===== src/rtl/mem_arbiter_mc_pkg.sv =====
// Shared types and constants for the multi-channel byte-serial RAM controller.
package mem_arbiter_mc_pkg;

    typedef enum logic [1:0] {
        ST_IDLE      = 2'd0,
        ST_READ      = 2'd1,
        ST_WRITE     = 2'd2,
        ST_WRITE_GAP = 2'd3
    } state_t;

    localparam logic OP_READ  = 1'b0;
    localparam logic OP_WRITE = 1'b1;

    localparam int          BYTE_W      = 8;
    localparam int          DEF_ADDR_W  = 32;
    localparam logic [31:0] DEF_IO_ADDR = 32'h0003_0000;

endpackage


===== src/rtl/mem_arb_pick.sv =====
// Combinational picker: first pending channel after ptr wins, one-hot grant plus index.
// Zero latency; no backpressure (pure function of its inputs).
module mem_arb_pick #(
    parameter int NUM_CH = 2,
    parameter int CH_W   = 1
) (
    input  logic [NUM_CH-1:0] pending,
    input  logic [CH_W-1:0]   ptr,
    output logic [NUM_CH-1:0] grant,
    output logic [CH_W-1:0]   grant_idx
);

    // Scan farthest-first so the channel nearest after ptr overwrites the rest.
    always_comb begin
        grant     = '0;
        grant_idx = '0;
        for (int off = NUM_CH; off >= 1; off--) begin
            if (pending[(int'(ptr) + off) % NUM_CH]) begin
                grant                                 = '0;
                grant[(int'(ptr) + off) % NUM_CH]     = 1'b1;
                grant_idx                             = CH_W'((int'(ptr) + off) % NUM_CH);
            end
        end
    end

endmodule


===== src/rtl/mem_arbiter_mc.sv =====
// NUM_CH clients share one byte-serial RAM port; read done n cycles after grant edge, writes paced at IO_ADDR.
// One-entry buffer per channel (req_ready = buffer free); MEM_ARB_RR_EN selects round-robin over fixed priority.
module mem_arbiter_mc
    import mem_arbiter_mc_pkg::*;
#(
    parameter int                NUM_CH    = 2,
    parameter int                MAX_BYTES = 4,
    parameter int                ADDR_W    = DEF_ADDR_W,
    parameter logic [ADDR_W-1:0] IO_ADDR   = ADDR_W'(DEF_IO_ADDR)
) (
    input  logic                                 clk,
    input  logic                                 rst,
    input  logic                                 rdy,
    input  logic                                 io_buffer_full_signal,
    input  logic [BYTE_W-1:0]                    mem_din,
    output logic                                 mem_wr,
    output logic [ADDR_W-1:0]                    mem_a,
    output logic [BYTE_W-1:0]                    mem_dout,
    input  logic                                 flush,
    input  logic [NUM_CH-1:0]                    req_valid,
    output logic [NUM_CH-1:0]                    req_ready,
    input  logic [NUM_CH-1:0]                    req_wr,
    input  logic [3*NUM_CH-1:0]                  req_len,
    input  logic [ADDR_W*NUM_CH-1:0]             req_addr,
    input  logic [BYTE_W*MAX_BYTES*NUM_CH-1:0]   req_wdata,
    output logic [NUM_CH-1:0]                    done,
    output logic [BYTE_W*MAX_BYTES-1:0]          rdata,
    output logic                                 busy
);

    localparam int DATA_W = BYTE_W * MAX_BYTES;
    localparam int LEN_W  = $clog2(MAX_BYTES + 1);
    localparam int CH_W   = (NUM_CH > 1) ? $clog2(NUM_CH) : 1;

    // Pending request buffers
    logic [NUM_CH-1:0] pend, pend_d, p_wr, accept, avail, grant, flush_clr;
    logic [LEN_W-1:0]  p_len   [NUM_CH];
    logic [ADDR_W-1:0] p_addr  [NUM_CH];
    logic [DATA_W-1:0] p_wdata [NUM_CH];
    logic [LEN_W-1:0]  in_len  [NUM_CH];

    // Granted transaction
    logic [CH_W-1:0]   g_idx, rr_ptr, cur_ch;
    logic              start, sel_wr, cur_io;
    logic [LEN_W-1:0]  sel_len, cur_len, cnt, cnt_d;
    logic [ADDR_W-1:0] sel_addr, cur_addr;
    logic [DATA_W-1:0] sel_wdata, cur_wdata, rbuf, rbuf_d;
    state_t            state, state_d;

    // Next values of the registered RAM/client outputs
    logic              wr_d;
    logic [ADDR_W-1:0] a_d;
    logic [BYTE_W-1:0] dout_d;
    logic [NUM_CH-1:0] done_d;
    logic [DATA_W-1:0] rdata_d;

    assign req_ready = ~pend;
    assign busy      = (state != ST_IDLE);

    always_comb begin
        for (int i = 0; i < NUM_CH; i++) begin
            if (req_len[3*i +: 3] == 3'd0 || int'(req_len[3*i +: 3]) > MAX_BYTES) begin
                in_len[i] = LEN_W'(MAX_BYTES);
            end else begin
                in_len[i] = LEN_W'(req_len[3*i +: 3]);
            end
            accept[i]    = req_valid[i] & ~pend[i] & ~flush;
            flush_clr[i] = flush & pend[i] & (p_wr[i] == OP_READ);
        end
    end

    // Accepted requests are visible to the picker in the same cycle (bypass).
    assign avail = pend | accept;
    assign start = (state == ST_IDLE) && !flush && (|avail);

`ifdef MEM_ARB_RR_EN
    always_ff @(posedge clk) begin
        if (rst) begin
            rr_ptr <= CH_W'(NUM_CH - 1);
        end else if (rdy && start) begin
            rr_ptr <= g_idx;
        end
    end
`else
    // Searching from NUM_CH-1 onwards is plain lowest-index priority.
    assign rr_ptr = CH_W'(NUM_CH - 1);
`endif

    mem_arb_pick #(
        .NUM_CH    (NUM_CH),
        .CH_W      (CH_W)
    ) u_pick (
        .pending   (avail),
        .ptr       (rr_ptr),
        .grant     (grant),
        .grant_idx (g_idx)
    );

    always_comb begin
        sel_wr    = pend[g_idx] ? p_wr[g_idx]    : req_wr[g_idx];
        sel_len   = pend[g_idx] ? p_len[g_idx]   : in_len[g_idx];
        sel_addr  = pend[g_idx] ? p_addr[g_idx]  : req_addr[ADDR_W*g_idx +: ADDR_W];
        sel_wdata = pend[g_idx] ? p_wdata[g_idx] : req_wdata[DATA_W*g_idx +: DATA_W];
        pend_d    = (pend & ~flush_clr) | accept;
        if (start) begin
            pend_d = pend_d & ~grant;
        end
    end

    always_ff @(posedge clk) begin
        if (rdy) begin
            for (int i = 0; i < NUM_CH; i++) begin
                if (accept[i]) begin
                    p_wr[i]    <= req_wr[i];
                    p_len[i]   <= in_len[i];
                    p_addr[i]  <= req_addr[ADDR_W*i +: ADDR_W];
                    p_wdata[i] <= req_wdata[DATA_W*i +: DATA_W];
                end
            end
        end
    end

    // State register
    always_ff @(posedge clk) begin
        if (rst) begin
            state     <= ST_IDLE;
            cnt       <= '0;
            pend      <= '0;
            rbuf      <= '0;
            cur_ch    <= '0;
            cur_len   <= '0;
            cur_addr  <= '0;
            cur_wdata <= '0;
            cur_io    <= 1'b0;
        end else if (rdy) begin
            state <= state_d;
            cnt   <= cnt_d;
            pend  <= pend_d;
            rbuf  <= rbuf_d;
            if (start) begin
                cur_ch    <= g_idx;
                cur_len   <= sel_len;
                cur_addr  <= sel_addr;
                cur_wdata <= sel_wdata;
                cur_io    <= (sel_addr == IO_ADDR);
            end
        end
    end

    // Next state; cnt is the next byte index to address or write.
    always_comb begin
        state_d = state;
        cnt_d   = cnt;
        case (state)
            ST_IDLE: begin
                if (start) begin
                    if (sel_wr == OP_WRITE) begin
                        state_d = ST_WRITE;
                        cnt_d   = '0;
                        if (!io_buffer_full_signal) begin
                            cnt_d = LEN_W'(1);
                            if (sel_addr == IO_ADDR) begin
                                state_d = ST_WRITE_GAP;
                            end
                        end
                    end else begin
                        state_d = ST_READ;
                        cnt_d   = LEN_W'(1);
                    end
                end
            end
            ST_READ: begin
                if (flush || cnt == cur_len) begin
                    state_d = ST_IDLE;
                end else begin
                    cnt_d = cnt + 1'b1;
                end
            end
            ST_WRITE: begin
                if (!io_buffer_full_signal) begin
                    if (cnt == cur_len) begin
                        state_d = ST_IDLE;
                    end else begin
                        cnt_d = cnt + 1'b1;
                        if (cur_io) begin
                            state_d = ST_WRITE_GAP;
                        end
                    end
                end
            end
            ST_WRITE_GAP: state_d = ST_WRITE;
            default:      state_d = ST_IDLE;
        endcase
    end

    // Output/datapath next values
    always_comb begin
        wr_d    = 1'b0;
        a_d     = '0;
        dout_d  = '0;
        done_d  = '0;
        rdata_d = '0;
        rbuf_d  = rbuf;
        case (state)
            ST_IDLE: begin
                if (start) begin
                    rbuf_d = '0;
                    if (sel_wr == OP_WRITE) begin
                        if (!io_buffer_full_signal) begin
                            wr_d   = 1'b1;
                            a_d    = sel_addr;
                            dout_d = sel_wdata[BYTE_W-1:0];
                        end
                    end else begin
                        a_d = sel_addr;
                    end
                end
            end
            ST_READ: begin
                if (!flush) begin
                    rbuf_d[BYTE_W*(int'(cnt) - 1) +: BYTE_W] = mem_din;
                    if (cnt == cur_len) begin
                        done_d[cur_ch] = 1'b1;
                        rdata_d        = rbuf_d;
                    end else begin
                        a_d = cur_addr + ADDR_W'(cnt);
                    end
                end
            end
            ST_WRITE: begin
                if (!io_buffer_full_signal) begin
                    if (cnt == cur_len) begin
                        done_d[cur_ch] = 1'b1;
                    end else begin
                        wr_d   = 1'b1;
                        a_d    = cur_addr + ADDR_W'(cnt);
                        dout_d = cur_wdata[BYTE_W*int'(cnt) +: BYTE_W];
                    end
                end
            end
            default: ;
        endcase
    end

    always_ff @(posedge clk) begin
        if (rst) begin
            mem_wr   <= 1'b0;
            mem_a    <= '0;
            mem_dout <= '0;
            done     <= '0;
            rdata    <= '0;
        end else if (rdy) begin
            mem_wr   <= wr_d;
            mem_a    <= a_d;
            mem_dout <= dout_d;
            done     <= done_d;
            rdata    <= rdata_d;
        end
    end

endmodule


===== config.mk =====
export PLATFORM = sky130hd
export DESIGN_NAME = mem_arbiter_mc
export DESIGN_NICKNAME = d
export VERILOG_FILES = /design/src/rtl/mem_arbiter_mc_pkg.sv /design/src/rtl/mem_arb_pick.sv /design/src/rtl/mem_arbiter_mc.sv
export SDC_FILE = /design/constraint.sdc
export NUM_CORES = 1
export LEC_CHECK = 0
export BUFFER_PORTS_ARGS = -buffer_cell sky130_fd_sc_hd__buf_2
export CAP_MARGIN = 20
export CORE_ASPECT_RATIO = 0.6
export CORE_UTILIZATION = 51
export DETAILED_ROUTE_END_ITERATION = 16
export PLACE_DENSITY = 0.83
export SKIP_LAST_GASP = 1
export SLEW_MARGIN = 20
export SYNTH_ARGS = -nofsm -noshare
export SYNTH_HDL_FRONTEND = slang
export SYNTH_SLANG_ARGS = --single-unit

===== constraint.sdc =====
create_clock -name clk -period 7.33 [get_ports clk]
set_input_delay 1.0995 -clock clk [delete_from_list [all_inputs] [get_ports clk]]
set_output_delay 1.0995 -clock clk [all_outputs]
set_load 0.01 [all_outputs]

Yosys cells after proc, flatten, opt, wreduce, memory -nomap -nowiden:

Memory sizes are Yosys's and may differ from the RTL's.
Index checks and enable logic that the tools add are counted.

* $add $sub $neg: 4
* order comparisons: 6
* equal/unequal tests: 12
* shift operators: 5
* multiplexer cells: 74
* bitwise logic cells: 21
* reductions and logical operators: 20

Operator list (count)
* 32-bit 2-to-1 mux: 13
* 64-bit by 7-bit indexed part select with 32-bit output: 2
* 32-bit case mux with 3 select lines: 1
* 32-bit case mux with 2 select lines: 1
* 8-bit 2-to-1 mux: 5
* 3-bit 2-to-1 mux: 11
* 7-bit negator with 33-bit output: 1
* 8-bit by 33-bit variable shift with 32-bit output, first input constant: 1
* 8-bit by 33-bit indexed part select with 32-bit output: 1
* 32-bit by 3-bit adder with 32-bit output: 1
* 32-bit bitwise mux: 1
* 32-bit by 18-bit equality test with 1-bit output, second input constant: 1
* 32-bit by 7-bit indexed part select with 8-bit output: 1
* 1-bit 2-to-1 mux: 24
* 2-bit 2-to-1 mux: 12
* 8-bit case mux with 2 select lines: 1
* 2-bit inequality test, second input constant: 6
* 3-bit case mux with 3 select lines: 1
* 1-bit AND: 8
* 2-bit case mux with 4 select lines: 1
* 3-bit greater-than comparator, second input constant: 2
* 3-bit zero test: 2
* 2-bit NOT: 3
* 2-bit AND reduction: 3
* 26 further kinds: 39

* bits in registers: 185
* bits in writable memories: 134
* bits of input ports: 151
* output and inout bits: 78
* word-level logic and storage cells: 161
* memories: 3

Memories
* p_addr: words 2, width 32, read ports 1, clocked after Yosys merged registers in 0, wr ports 2, line mem_arbiter_mc.sv:38 `logic [ADDR_W-1:0] p_addr [NUM_CH];`
* p_wdata: words 2, width 32, read ports 1, clocked after Yosys merged registers in 0, wr ports 2, line mem_arbiter_mc.sv:39 `logic [DATA_W-1:0] p_wdata [NUM_CH];`
* p_len: words 2, width 3, read ports 1, clocked after Yosys merged registers in 0, wr ports 2, line mem_arbiter_mc.sv:37 `logic [LEN_W-1:0] p_len [NUM_CH];`

Depth between registers and ports, before layout:

* depth after elaboration: 15
* mapped depth: 11
* gate-level depth less buffers: 10

By module:

Synthesis repeated with hierarchy kept, for this count alone.

* cells, all modules: 1431
* area total of the unflattened synthesis: 14895.5 um^2

Modules (own cells, without submodules)
* mem_arbiter_mc: times used 1, cells each 1427, area an instance 14869.3 um^2, seq. area each 7747.4 um^2
* mem_arb_pick: times used 1, cells each 4, area an instance 26.3 um^2, seq. area each 0.0 um^2

Worst setup path before layout:

Ideal clock, no wire load.

* path type: input -> register
* start: input rdy
* end: memory p_addr[0][0] (netlist bit), enable pin
* data arrival time: 6.429 ns
* required time: 6.752 ns
* path slack: 0.323 ns
* cell stages on the path: 4
* path through: clkbuf_1 clkinv_1 clkbuf_1 nor3_1

RTL lines
* from (decl): line mem_arbiter_mc.sv:13 `input logic rdy,`
* to (decl): line mem_arbiter_mc.sv:38

Worst setup path in the final report:

* start: register cnt[0]
* end: register mem_a[26]

* word-level cells in the longest chain between the ends: 4
* elaborated cells between the ends (all ways): 6

Ends and longest elaborated chain
* from (decl): line mem_arbiter_mc.sv:45 `logic [LEN_W-1:0] sel_len, cur_len, cnt, cnt_d;`
* from (signal assigned): line mem_arbiter_mc.sv:137 `cnt <= cnt_d;`
* 32-bit by 3-bit adder with 32-bit output or 3-bit equality test (tied branches)
* 32-bit 2-to-1 mux *: line mem_arbiter_mc.sv:222, mem_arbiter_mc.sv:232
* 32-bit 2-to-1 mux (on tied branches): line mem_arbiter_mc.sv:231, mem_arbiter_mc.sv:220
* 32-bit case mux with 3 select lines *: line mem_arbiter_mc.sv:204 `case (state)`
* to (signal assigned): line mem_arbiter_mc.sv:248 `mem_a <= '0;`
* to (signal assigned): line mem_arbiter_mc.sv:254 `mem_a <= a_d;`
* to (decl): line mem_arbiter_mc.sv:17 `output logic [ADDR_W-1:0] mem_a,`

Every way passes the cells marked *; elsewhere a longest branch is shown, timed or not.
A chain may end at the register's enable or synchronous reset.

==> out/results.tsv <==
stage	metric	value	unit
floorplanning	Die Height	130	um
power	switching share of power	0.257	
place	I/O Buffers	228	
floorplanning	Site Rows	46	
clock_tree	CTS resizes	0	
timing	post-layout min period	3760	ps
timing	final setup violation count	0	
power	worst vdd ir	0.000215	V
yosys	register bit total from synthesis	319	
route	Avg WL per Cell	20.3	um
finish	area of the multi-input gates	5800	um2
finish	area grow syn2layout	17.1	%
yosys	number of distinct library cells after synthesis	56	
place	RePlAce Congestion	0.916	
yosys	Mean Syn Cell Area	10.3	um2
yosys	synthesized instance count	1357	
timing	final worst-path cycle share	0.514	
finish	area occupied by registers	7750	um2
power	Internal	0.00293	W
timing	Rel. slew slack	0.241	
finish	# fillers	2110	
timing	Slew Limit Fails	0	
global_route	initial antenna violation count	3	
place	dpl hpwl	27.2	mm
timing	setup_tns	0	ps
route	routed vias	11600	
timing	Hold Fails Final Rpt	0	
route	vias per std cell	5.99	
worst_setup_path	required time of the critical path	7810	ps
clock_tree	Root Buffer	clkbuf_16	
global_route	largest net degree at the start of global routing	81	
timing	final worst setup slack	3570	ps
timing	RSZ-0062 raised after global routing	no	
yosys	asr flop ratio synth	0	
flow_run	max-cap violations	0	
clock_tree	CTS tree	done	
worst_setup_path	slowest stage delay, CP	930	ps
yosys	Synth Warn #	0	
clock_tree	CTS Buf Count	29	
clock_tree	Post-CTS Setup Inserts	0	
route	DRT antenna net count	0	
power	net switching power	0.00102	W
floorplanning	die width	216	um
worst_setup_path	crit path max fanout	17	
timing	FMAX	266	MHz
floorplanning	Initial Util	0.524	
worst_setup_path	Setup CP Type	flop to flop	
yosys	number of synthesized flops with an enable pin	136	
clock_tree	clk buf depth	3	
power	Seq pwr share	0.498	
worst_setup_path	Worst Path Arrival	4240	ps
worst_setup_path	cell breakdown of the critical path	ha_1 -> inv_1 -> fa_1 -> nand2b_1 -> a21oi_1 -> or4b_2 -> nor3_1 -> xor2_1 -> a22oi_1 -> o21ai_0	
global_route	gr ovfl total	0	
route	DRC	0	
route	initial drt markers	1252	
worst_hold_path	HP Class	flop to flop	
global_route	vias in the first global route	10600	
power	Static Leak	5.96	nW
yosys	prevailing post-synth register cell	dfxtp_1	
power	Clock Power Share	0.381	
route	First-pass DRT Iterations	5	
clock_tree	H-tree Lvls	1	
yosys	syn_nets	1522	
timing	worst-margin pin slew	1130	ps
clock_tree	Clock Latency Late Sink	560	ps
clock_tree	hold buffers post-CTS	0	
yosys	register area share after synthesis	0.554	
global_route	first-pass GRT wire length	60.3	mm
finish	final net count	1709	
timing	Worst Skew	10.7	ps
run_status	outcome	finished clean	
route	WL final	39.1	mm
global_route	GRT Total Usage	0.274	
worst_setup_path	Worst Setup End Kind	flop	
worst_setup_path	Startpoint Class	flop	
worst_setup_path	Worst path slowest cell	dfxtp_1	
floorplanning	core area	26600	um2
clock_tree	CTS sink cnt	319	
power	combinational share of power	0.121	
place	dpl ws	2950	ps
floorplanning	IO Pins	229	
floorplanning	Die Footprint	28100	um2
finish	layout cells sized above 1	0.232	
power	Pwr Density	241	nW/um2
clock_tree	CTS clock-pin slew for the worst setup and hold paths	70	ps
yosys	Syn Std Cell Area	14000	um2
-- cells in the final DEF, fill, tap and decap left out, types with 7 or more instances in the layout --
master and n:
buf_2 227, nand2_1 203, nand3_1 8, clkbuf_1 11, buf_4 24, o32a_1 17, dfxtp_1 183, mux2i_1 26
a22oi_1 36, ha_1 13, o21ai_0 53, edfxtp_1 136, xnor2_1 14, a21oi_1 141, clkbuf_16 29, xor2_1 18
o32ai_1 9, nor2b_1 14, and3_1 8, nand4_1 7, o221a_2 13, nor3_1 25, mux4_2 40, nor2_1 159
inv_1 30, o22ai_1 11, a211oi_1 14, nand2b_1 11
-- worst paths after layout --
check / from / cells after the start / to / slack, ps
max: cnt[0] / 10 / mem_a[26] / 3570
min: mem_a[25] / 2 / mem_a[25] / 450
max reg2reg: cnt[0] / 10 / mem_a[26] / 3570
min reg2reg: mem_a[25] / 2 / mem_a[25] / 450
-- flip-flops by register name (all words and copies together), names as in the netlist, 2 cells and up --
name       count
cur_addr      32
state          2
mem_a         32
p_len          6
p_wdata       64
p_addr        64
pend           2
cnt            3
p_wr           2
mem_dout       8
done           2
cur_wdata     32
rbuf          32
cur_len        3
rdata         32
-- cell usage after synthesis, types with 4 or more instances --
cell type	count	area share
a211oi_1	15	0.0081
a21oi_1	142	0.051
a22o_1	4	0.0025
a22oi_1	36	0.019
a32oi_1	6	0.0038
and2_1	4	0.0018
and3_1	8	0.0036
and4_1	4	0.0025
buf_1	9	0.0024
buf_2	7	0.0025
clkbuf_1	79	0.021
dfxtp_1	183	0.26
edfxtp_1	136	0.29
ha_1	13	0.012
inv_1	29	0.0078
mux2i_1	26	0.019
mux4_2	40	0.064
nand2_1	204	0.055
nand2b_1	11	0.0049
nand3_1	8	0.0029
nand4_1	7	0.0031
nor2_1	161	0.043
nor2b_1	15	0.0067
nor3_1	27	0.0097
nor4_1	6	0.0027
o21ai_0	54	0.019
o221a_2	13	0.010
o22ai_1	11	0.0049
o32a_1	17	0.012
o32ai_1	9	0.0056
or2_2	4	0.0018
xnor2_1	14	0.0088
xor2_1	18	0.011
-- stage by stage --
step / hold slack [ps] / util / total power, W / area, um2 / std cells
5_1_grt: 477 / 0.614 / 0.00408 / 16400 / 1930
2_1_floorplan: 433 / - / 0.00229 / 14000 / 1357
6_report: 448 / 0.614 / 0.00395 / 16400 / 1931
4_1_cts: 453 / 0.613 / 0.00395 / 16300 / 1926
3_5_place_dp: 438 / 0.579 / 0.00247 / 15400 / 1872
3_3_place_gp: 434 / 0.579 / 0.00245 / 15400 / 1872
-- area by class of cell --
type / count / area share
timing repair buffer: 252 / 0.0811
clock buffer: 43 / 0.0494
multi-input combinational: 912 / 0.354
antenna: 4 / 0.000612
clock inverter: 11 / 0.00680
tap: 360 / 0.0275
inverter: 30 / 0.00688
sequential: 319 / 0.473
-- power by group through the flow --
stage | clock network, W | registers (W) | logic [W]
finish | 0.00150 | 0.00197 | 0.000479
global route | 0.00159 | 0.00197 | 0.000518
CTS | 0.00152 | 0.00196 | 0.000470
detailed placement | 0 | 0.00200 | 0.000466
global placement | 0 | 0.00200 | 0.000452
floorplan | 0 | 0.00199 | 0.000297
-- cell families (layout without fill, tap and decap cells) --
group / Yosys count / count (layout) / synth area share
multiplexers: 66 / 66 / 0.0831
XOR/XNOR: 32 / 32 / 0.0201
flip-flops: 319 / 319 / 0.554
adder cells (fa/ha/maj): 14 / 14 / 0.0131
buffers and inverters: 126 / 336 / 0.0350
AND/OR/NAND/NOR: 473 / 473 / 0.145
other: 0 / 4 / 0
AO/OA/AOI/OAI: 327 / 327 / 0.149
-- routing by layer --
metal / part of all wire / vias to the layer above / GRT usage
li1: - / 5279 / -
met1: 0.43 / 5551 / 0.405
met2: 0.45 / 675 / 0.414
met3: 0.10 / 62 / 0.0520
met4: 0.021 / 0 / 0.0734
met5: 0 / - / 0
-- worst max-delay path, delay by kind of cell (launching register included) --
family	cells	cell delay, ps
XOR/XNOR	1	170
AO/OA/AOI/OAI	3	640
AND/OR/NAND/NOR	3	1190
adder cells (fa/ha/maj)	2	680
flip-flops	1	930
buffers and inverters	1	60
No activity file was read; power rests on OpenSTA's default activity.
